==> src/rtl/serial_addsub.sv <==
// rtl/serial_addsub.sv - multi-cycle chunked ripple adder/subtractor with start/busy/done handshake
//
// Purpose: adds or subtracts two WIDTH-bit operands CHUNK bits per clock. Each
// compute cycle ripples one chunk through a chain of full-adder cells, and a
// carry register links the chunks.
//
// Ports:
//   clk      rising-edge clock
//   rst      asynchronous active-high reset
//   start    request an operation (sampled only in IDLE)
//   a, b     WIDTH-bit operands (captured on the accepted start)
//   cin      carry-in (add) / borrow-in (sub), captured on the accepted start
//   sub      0: a+b+cin, 1: a-b-cin, captured on the accepted start
//   busy     high while chunks are being computed
//   done     one-cycle pulse when sum/carry/overflow become valid
//   sum      registered WIDTH-bit result (modulo 2^WIDTH)
//   carry    carry out of the MSB (in sub mode 1 means no borrow)
//   overflow two's-complement signed overflow
//
// WIDTH must be a positive multiple of CHUNK.
module serial_addsub #(
  parameter int WIDTH = 8,
  parameter int CHUNK = 1
) (
  input  logic             clk,
  input  logic             rst,
  input  logic             start,
  input  logic [WIDTH-1:0] a,
  input  logic [WIDTH-1:0] b,
  input  logic             cin,
  input  logic             sub,
  output logic             busy,
  output logic             done,
  output logic [WIDTH-1:0] sum,
  output logic             carry,
  output logic             overflow
);

  localparam int N  = WIDTH / CHUNK;
  // Keep the index register at least one bit wide so N=1 still elaborates.
  localparam int KW = (N > 1) ? $clog2(N) : 1;
  localparam logic [KW-1:0] K_LAST = KW'(N - 1);

  typedef enum logic [1:0] {
    S_IDLE,
    S_RUN,
    S_DONE
  } state_t;

  state_t           state_q;
  logic [WIDTH-1:0] a_q;
  logic [WIDTH-1:0] b_q;      // already inverted for subtraction
  logic             c_q;
  logic [KW-1:0]    k_q;
  logic [WIDTH-1:0] res_q;
  logic [WIDTH-1:0] sum_q;
  logic             carry_q;
  logic             ovf_q;
  logic             busy_q;
  logic             done_q;

  // Chunk datapath
  logic [CHUNK-1:0] a_chunk;
  logic [CHUNK-1:0] b_chunk;
  logic [CHUNK-1:0] s_chunk;
  logic             c_ripple;
  logic             c_msb_in;  // carry into the top bit of the chunk
  logic             c_out;
  logic [WIDTH-1:0] res_d;
  int               base;

  always_comb begin
    base     = int'(k_q) * CHUNK;
    a_chunk  = a_q[base +: CHUNK];
    b_chunk  = b_q[base +: CHUNK];
    s_chunk  = '0;
    c_ripple = c_q;
    c_msb_in = c_q;
    for (int j = 0; j < CHUNK; j++) begin
      c_msb_in   = c_ripple;
      s_chunk[j] = a_chunk[j] ^ b_chunk[j] ^ c_ripple;
      c_ripple   = (a_chunk[j] & b_chunk[j]) | (c_ripple & (a_chunk[j] ^ b_chunk[j]));
    end
    c_out = c_ripple;
    res_d = res_q;
    res_d[base +: CHUNK] = s_chunk;
  end

  always_ff @(posedge clk or posedge rst) begin
    if (rst) begin
      state_q <= S_IDLE;
      a_q     <= '0;
      b_q     <= '0;
      c_q     <= 1'b0;
      k_q     <= '0;
      res_q   <= '0;
      sum_q   <= '0;
      carry_q <= 1'b0;
      ovf_q   <= 1'b0;
      busy_q  <= 1'b0;
      done_q  <= 1'b0;
    end else begin
      case (state_q)
        S_IDLE: begin
          done_q <= 1'b0;
          if (start) begin
            // a - b - cin == a + ~b + (1 - cin)
            a_q     <= a;
            b_q     <= sub ? ~b : b;
            c_q     <= cin ^ sub;
            k_q     <= '0;
            busy_q  <= 1'b1;
            state_q <= S_RUN;
          end
        end
        S_RUN: begin
          res_q <= res_d;
          c_q   <= c_out;
          if (k_q == K_LAST) begin
            sum_q   <= res_d;
            carry_q <= c_out;
            ovf_q   <= c_msb_in ^ c_out;
            busy_q  <= 1'b0;
            done_q  <= 1'b1;
            state_q <= S_DONE;
          end else begin
            k_q <= k_q + KW'(1);
          end
        end
        S_DONE: begin
          done_q  <= 1'b0;
          state_q <= S_IDLE;
        end
        default: begin
          busy_q  <= 1'b0;
          done_q  <= 1'b0;
          state_q <= S_IDLE;
        end
      endcase
    end
  end

  assign busy     = busy_q;
  assign done     = done_q;
  assign sum      = sum_q;
  assign carry    = carry_q;
  assign overflow = ovf_q;

endmodule

==> config.mk <==
export PLATFORM = sky130hd
export DESIGN_NAME = serial_addsub
export DESIGN_NICKNAME = d
export VERILOG_FILES = /design/src/rtl/serial_addsub.sv
export SDC_FILE = /design/constraint.sdc
export NUM_CORES = 1
export LEC_CHECK = 0
export CORE_AREA = 2 2 59 74
export CTS_CLUSTER_SIZE = 20
export DETAILED_ROUTE_END_ITERATION = 6
export DIE_AREA = 0 0 61 76
export PLACE_DENSITY = 0.82
export SLEW_MARGIN = 30
export SYNTH_ARGS = -nofsm -noshare
export SYNTH_HDL_FRONTEND = slang
export SYNTH_SLANG_ARGS = --single-unit
==> constraint.sdc <==
create_clock -name clk -period 7.4 [get_ports clk]
set_input_delay 1.11 -clock clk [delete_from_list [all_inputs] [get_ports clk]]
set_output_delay 1.11 -clock clk [all_outputs]
set_load 0.01 [all_outputs]
Yosys cells after proc, flatten, opt, wreduce, memory -nomap -nowiden
Index checks and enable logic that the tools add are counted.
{ "totals": {"out_inout_bits": 12, "ff_bits": 42, "wordCells": 55} }
{ "classes": {"n_reduce_logical": 8, "mux": 15, "n_addsub": 2, "bitwise_logic": 9, "shifts": 4, "n_eq_ne": 6} }
{ "op_table": {"columns": ["operator", "n"], "rows": [
  ["negator 3 -> 33 bit", 1],
  ["variable shift 1 x 33 -> 8 bit (first input constant)", 1],
  ["indexed part select 1 x 33 -> 8 bit", 1],
  ["indexed part select 8 x 4 -> 1 bit", 2],
  ["bitwise mux 8 bit", 1],
  ["two-way mux 8 bit", 1],
  ["inverter 8 bit", 1],
  ["AND reduction 2 bit", 4],
  ["two-way mux 3 bit", 2],
  ["!= test 2 bit (second input constant)", 3],
  ["case mux 3 bit (2 select lines)", 1],
  ["AND reduction 3 bit", 2],
  ["two-way mux 1 bit", 5],
  ["two-way mux 2 bit", 2],
  ["case mux 2 bit (2 select lines)", 1],
  ["XOR 1 bit", 4],
  ["adder 3 x 1 -> 3 bit (second input constant)", 1],
  ["equality test 3 bit (second input constant)", 1],
  ["case mux 1 bit (3 select lines)", 1],
  ["AND 1 bit", 2],
  ["equality test 2 x 1 -> 1 bit (second input constant)", 1],
  ["equality test 2 bit (second input constant)", 1],
  ["zero test 2 bit", 1],
  ["case mux 1 bit (2 select lines)", 1],
  ["3 further kinds", 3]
]} }

Longest topological paths before layout
{ "depth": {"depth_word": 5, "mapped_depth": 8} }

Worst setup path before layout
Ideal clock, no wire load.
{ "synth_path": {"path_type": "reg2reg", "from": "register k_q[0]", "to": "register sum_q[2] (netlist: sum[2])", "period_less_slack_ps": 2546, "path_stages_with_launch": 8, "t_arrival_ps": 2459, "t_required_ps": 7313, "setup_ps": 87, "path_slack_ps": 4854, "cell_sequence": "dfrtp_1 -> buf_6 -> mux4_2 -> mux2i_1 -> fa_1 -> nor4b_2 -> nand3_1 -> o211ai_1"} }
{ "synth_via": {"elab_chain_cells": 5, "word_cells_on_any_way": 10, "cone_classes": "1 x add/sub; 1 x eq/ne; 4 x shift; 1 x mux; 2 x bitwise; 1 x reduce/logical"} }
{ "synth_rtl": {"columns": ["item", "line_no", "text"], "rows": [
  ["start: declaration", "54", "logic [KW-1:0] k_q;"],
  ["start signal: assignment", "127", "k_q <= k_q + KW'(1);"],
  ["indexed part select 8 x 4 -> 1 bit (on tied branches)", "74, 75", null],
  ["XOR 1 bit (2 in a row)", "81", "s_chunk[j] = a_chunk[j] ^ b_chunk[j] ^ c_ripple;"],
  ["indexed part select 1 x 33 -> 8 bit", "86", "res_d[base +: CHUNK] = s_chunk;"],
  ["bitwise mux 8 bit", "86", null],
  ["end signal: assignment", "120", "sum_q <= res_d;"],
  ["end: declaration", "56", "logic [WIDTH-1:0] sum_q;"]
]} }
Parallel ways exist; a longest one is shown, timed or not.
A chain may end at the register's enable or synchronous reset.

Final worst setup path
Ends and elaborated chain as after synthesis.

==> flow_summary.json <==
{
  "via_count": 1494,
  "ys_ff_latch": 42,
  "startpoint_type": "flop",
  "critPathMaxStageDelay_ps": 790,
  "switching_power_mw": 0.450,
  "status": "finished clean",
  "syn_to_final_growth_pct": 20.0,
  "placed_area_um2": 2540,
  "slew_headroom_pct": 54.1,
  "crit_fanout": 15,
  "fmax_mhz": 339,
  "diodes": 0,
  "ir_worst_vdd_mv": 0.319,
  "hold_class": "reg2reg",
  "critPathKind": "reg2reg",
  "slew_violations": 0,
  "initialDrtViolationCount": 58,
  "drtAntennaViolNets": 0,
  "syn_inst": 193,
  "start_util_pct": 55.1,
  "pwr-share-clk_pct": 14.9,
  "grt_max_degree": 43,
  "die_w_um": 61,
  "synth_edf_count": 0,
  "fin_nets": 253,
  "routedWlPerCell_um": 13.3,
  "clk_latency_ps": 290,
  "cts_tree": "done",
  "grt_usage_pct": 19.1,
  "post-place-ws_ps": 4440,
  "setup_violations": 0,
  "routed.top_layer": "met4",
  "synth-main-ff-cell": "dfrtp_1",
  "design_area_um2": 2650,
  "skew_ps": 3.71,
  "vias_per_cell": 5.32,
  "cp-end-kind": "flop",
  "power_frac_comb_pct": 48.9,
  "die_h_um": 76,
  "swShare_pct": 38.3,
  "power.density_nw_per_um2": 444,
  "pwr-share-seq_pct": 36.2,
  "syn_area_per_cell_um2": 11.4,
  "coreArea_um2": 4000,
  "drive_gt1_share_pct": 16.9,
  "async_flop_share_pct": 100,
  "cpMaxStageDelayCell": "dfrtp_1",
  "min_period_ps": 2950,
  "ioPinCount": 33,
  "final_util_pct": 66.1,
  "grt_overflow": 0,
  "num_rows": 26,
  "clkTransAtPathRegs_ps": 80,
  "io_buffer_count": 32,
  "wl_um": 3740,
  "wl_met1_um": 1550,
  "cts_sinks": 42,
  "cp.required_ps": 7620,
  "cts_htree_levels": 2,
  "post_cts_buffers": 0,
  "fp.dieArea_um2": 4640,
  "dp.cells": 273,
  "fillers": 309,
  "mappedNetlistArea_um2": 2200,
  "grt_pass1_wl_um": 6690,
  "rsz0062_at_grt": "false",
  "fin_cells": 281,
  "worst_pin_slew_ps": 689,
  "synth_cell_types": 40,
  "cts_hold_buf": 0,
  "timing.max_cap.violations": 0,
  "cts.path.max_buffers": 2,
  "firstDrtPassIters": 4,
  "min_period_over_period_pct": 39.9,
  "antenna_found_initial": 0,
  "syn_nets": 222,
  "power_leakage_nw": 1.11,
  "dr_wl_met3_um": 114,
  "ctsResizeCount": 0,
  "ys_seq_area_share_pct": 47.7,
  "final-hold-violation-count": 0,
  "path_cells": "mux4_2, mux2i_1, fa_1, nor4b_2, nand3_1, o211ai_1",
  "cp.arrival_ps": 3170,
  "place_hpwl_um": 2730,
  "yosysWarnings": 0,
  "cts-root-buf": "clkbuf_8",
  "fin_setup_tns_ps": 0,
  "intPower_mw": 0.724,
  "drc": 0,
  "grt_pass1_vias": 1490,
  "place.gp.congestion": 0.786,
  "setup_ws_ps": 4450,
  "cts_buffers": 5,
  "met2WireLength_um": 2000
}
==> synth_stat cells (2+ instances only) <==
library cell	instances	area, um^2
inv_1	7	26.3
nand2_1	10	37.5
o211ai_1	4	30.0
buf_2	3	15.0
ha_1	7	87.6
nor4b_2	2	30.0
nor3_1	6	30.0
xnor2_1	8	70.1
xor2_1	2	17.5
mux2_2	15	169
a31oi_1	6	37.5
nand2b_1	5	31.3
buf_4	2	15.0
nor2b_1	2	12.5
mux4_2	4	90.1
buf_6	3	33.8
a21oi_1	12	60.1
dfrtp_1	42	1050
mux2i_1	4	40.0
nand3b_1	2	15.0
nor2_1	17	63.8
o21ai_0	11	55.1
a41oi_1	2	17.5
==> cell type report <==
class	instances	area (um^2)	share of cell area (%)
clock buffers	5	68.8	2.60
multi-input cells	133	1050	39.7
clock inverters	3	40.0	1.51
inverters	8	30.0	1.13
well taps	56	70.1	2.65
flip-flops and latches	42	1050	39.7
repair buffers	34	335	12.7
==> metal layers <==
metal / track usage [%] / vias up
met4: 5.65 / 0
met2: 32.8 / 31
met5: 0 / -
met3: 4.07 / 7
li1: - / 742
met1: 23.5 / 714
==> logic make-up after synthesis <==
family,Yosys count,share of synthesized area [%]
flip-flops,42,47.7
multiplexers,23,13.6
AO/OA/AOI/OAI,39,10.5
AND/OR/NAND/NOR,53,14.8
XOR/XNOR,10,3.97
adder cells (fa/ha/maj),8,4.88
buffers and inverters,18,4.65
==> sequential cells by signal, indices dropped and copies added (netlist names), 2 cells and up <==
name / count
a_q: 8
b_q: 8
k_q: 3
res_q: 8
state_q: 2
sum: 8
==> power groups by stage <==
stage	Clock (mW)	Combinational, mW	Sequential, mW
3_5_place_dp	0	0.576	0.432
3_3_place_gp	0	0.562	0.425
2_1_floorplan	0	0.457	0.404
4_1_cts	0.179	0.580	0.427
5_1_grt	0.190	0.634	0.442
6_report	0.175	0.574	0.425
==> critical path: cells and delay by family, from the launching register on <==
family,cells,cell delay [ps]
flops,1,790
mux,2,790
fa+ha+maj,1,580
simple gates,2,540
compound gates,1,180
==> cell usage in the layout, fill, tap and decap left out, types with 2 or more instances in the layout <==
cell type,count
dfrtp_1,42
o21ai_0,11
ha_1,7
mux4_2,4
nor3_1,6
nand2b_1,5
a31oi_1,6
nand3b_1,2
nor2b_1,2
buf_4,2
nand2_1,10
xor2_1,2
mux2_2,15
a21oi_1,12
nor4b_2,2
mux2i_1,4
clkdlybuf4s50_1,32
a41oi_1,2
clkinv_2,2
o211ai_1,4
clkbuf_8,5
xnor2_1,8
nor2_1,17
inv_1,7
==> worst paths after layout <==
path / to / cells after the start / slack [ps] / start
max: sum[2]$_DFFE_PP0P_ / 6 / 4450 / k_q[0]$_DFFE_PP0P_
min: busy$_DFFE_PP0P_ / 1 / 480 / busy$_DFFE_PP0P_
max reg2reg: sum[2]$_DFFE_PP0P_ / 6 / 4450 / k_q[0]$_DFFE_PP0P_
min reg2reg: busy$_DFFE_PP0P_ / 1 / 480 / busy$_DFFE_PP0P_
max in group asynchronous: res_q[3]$_DFFE_PP0P_ / 3 / 5790 / rst
min in group asynchronous: sum[0]$_DFFE_PP0P_ / 3 / 1240 / rst
==> stage by stage <==
stage | power [mW] | hold WS [ps]
2_1_floorplan | 0.862 | 474
3_5_place_dp | 1.01 | 470
3_3_place_gp | 0.987 | 464
6_report | 1.17 | 482
4_1_cts | 1.19 | 487
5_1_grt | 1.27 | 505
(Power assumes the default switching activity.)
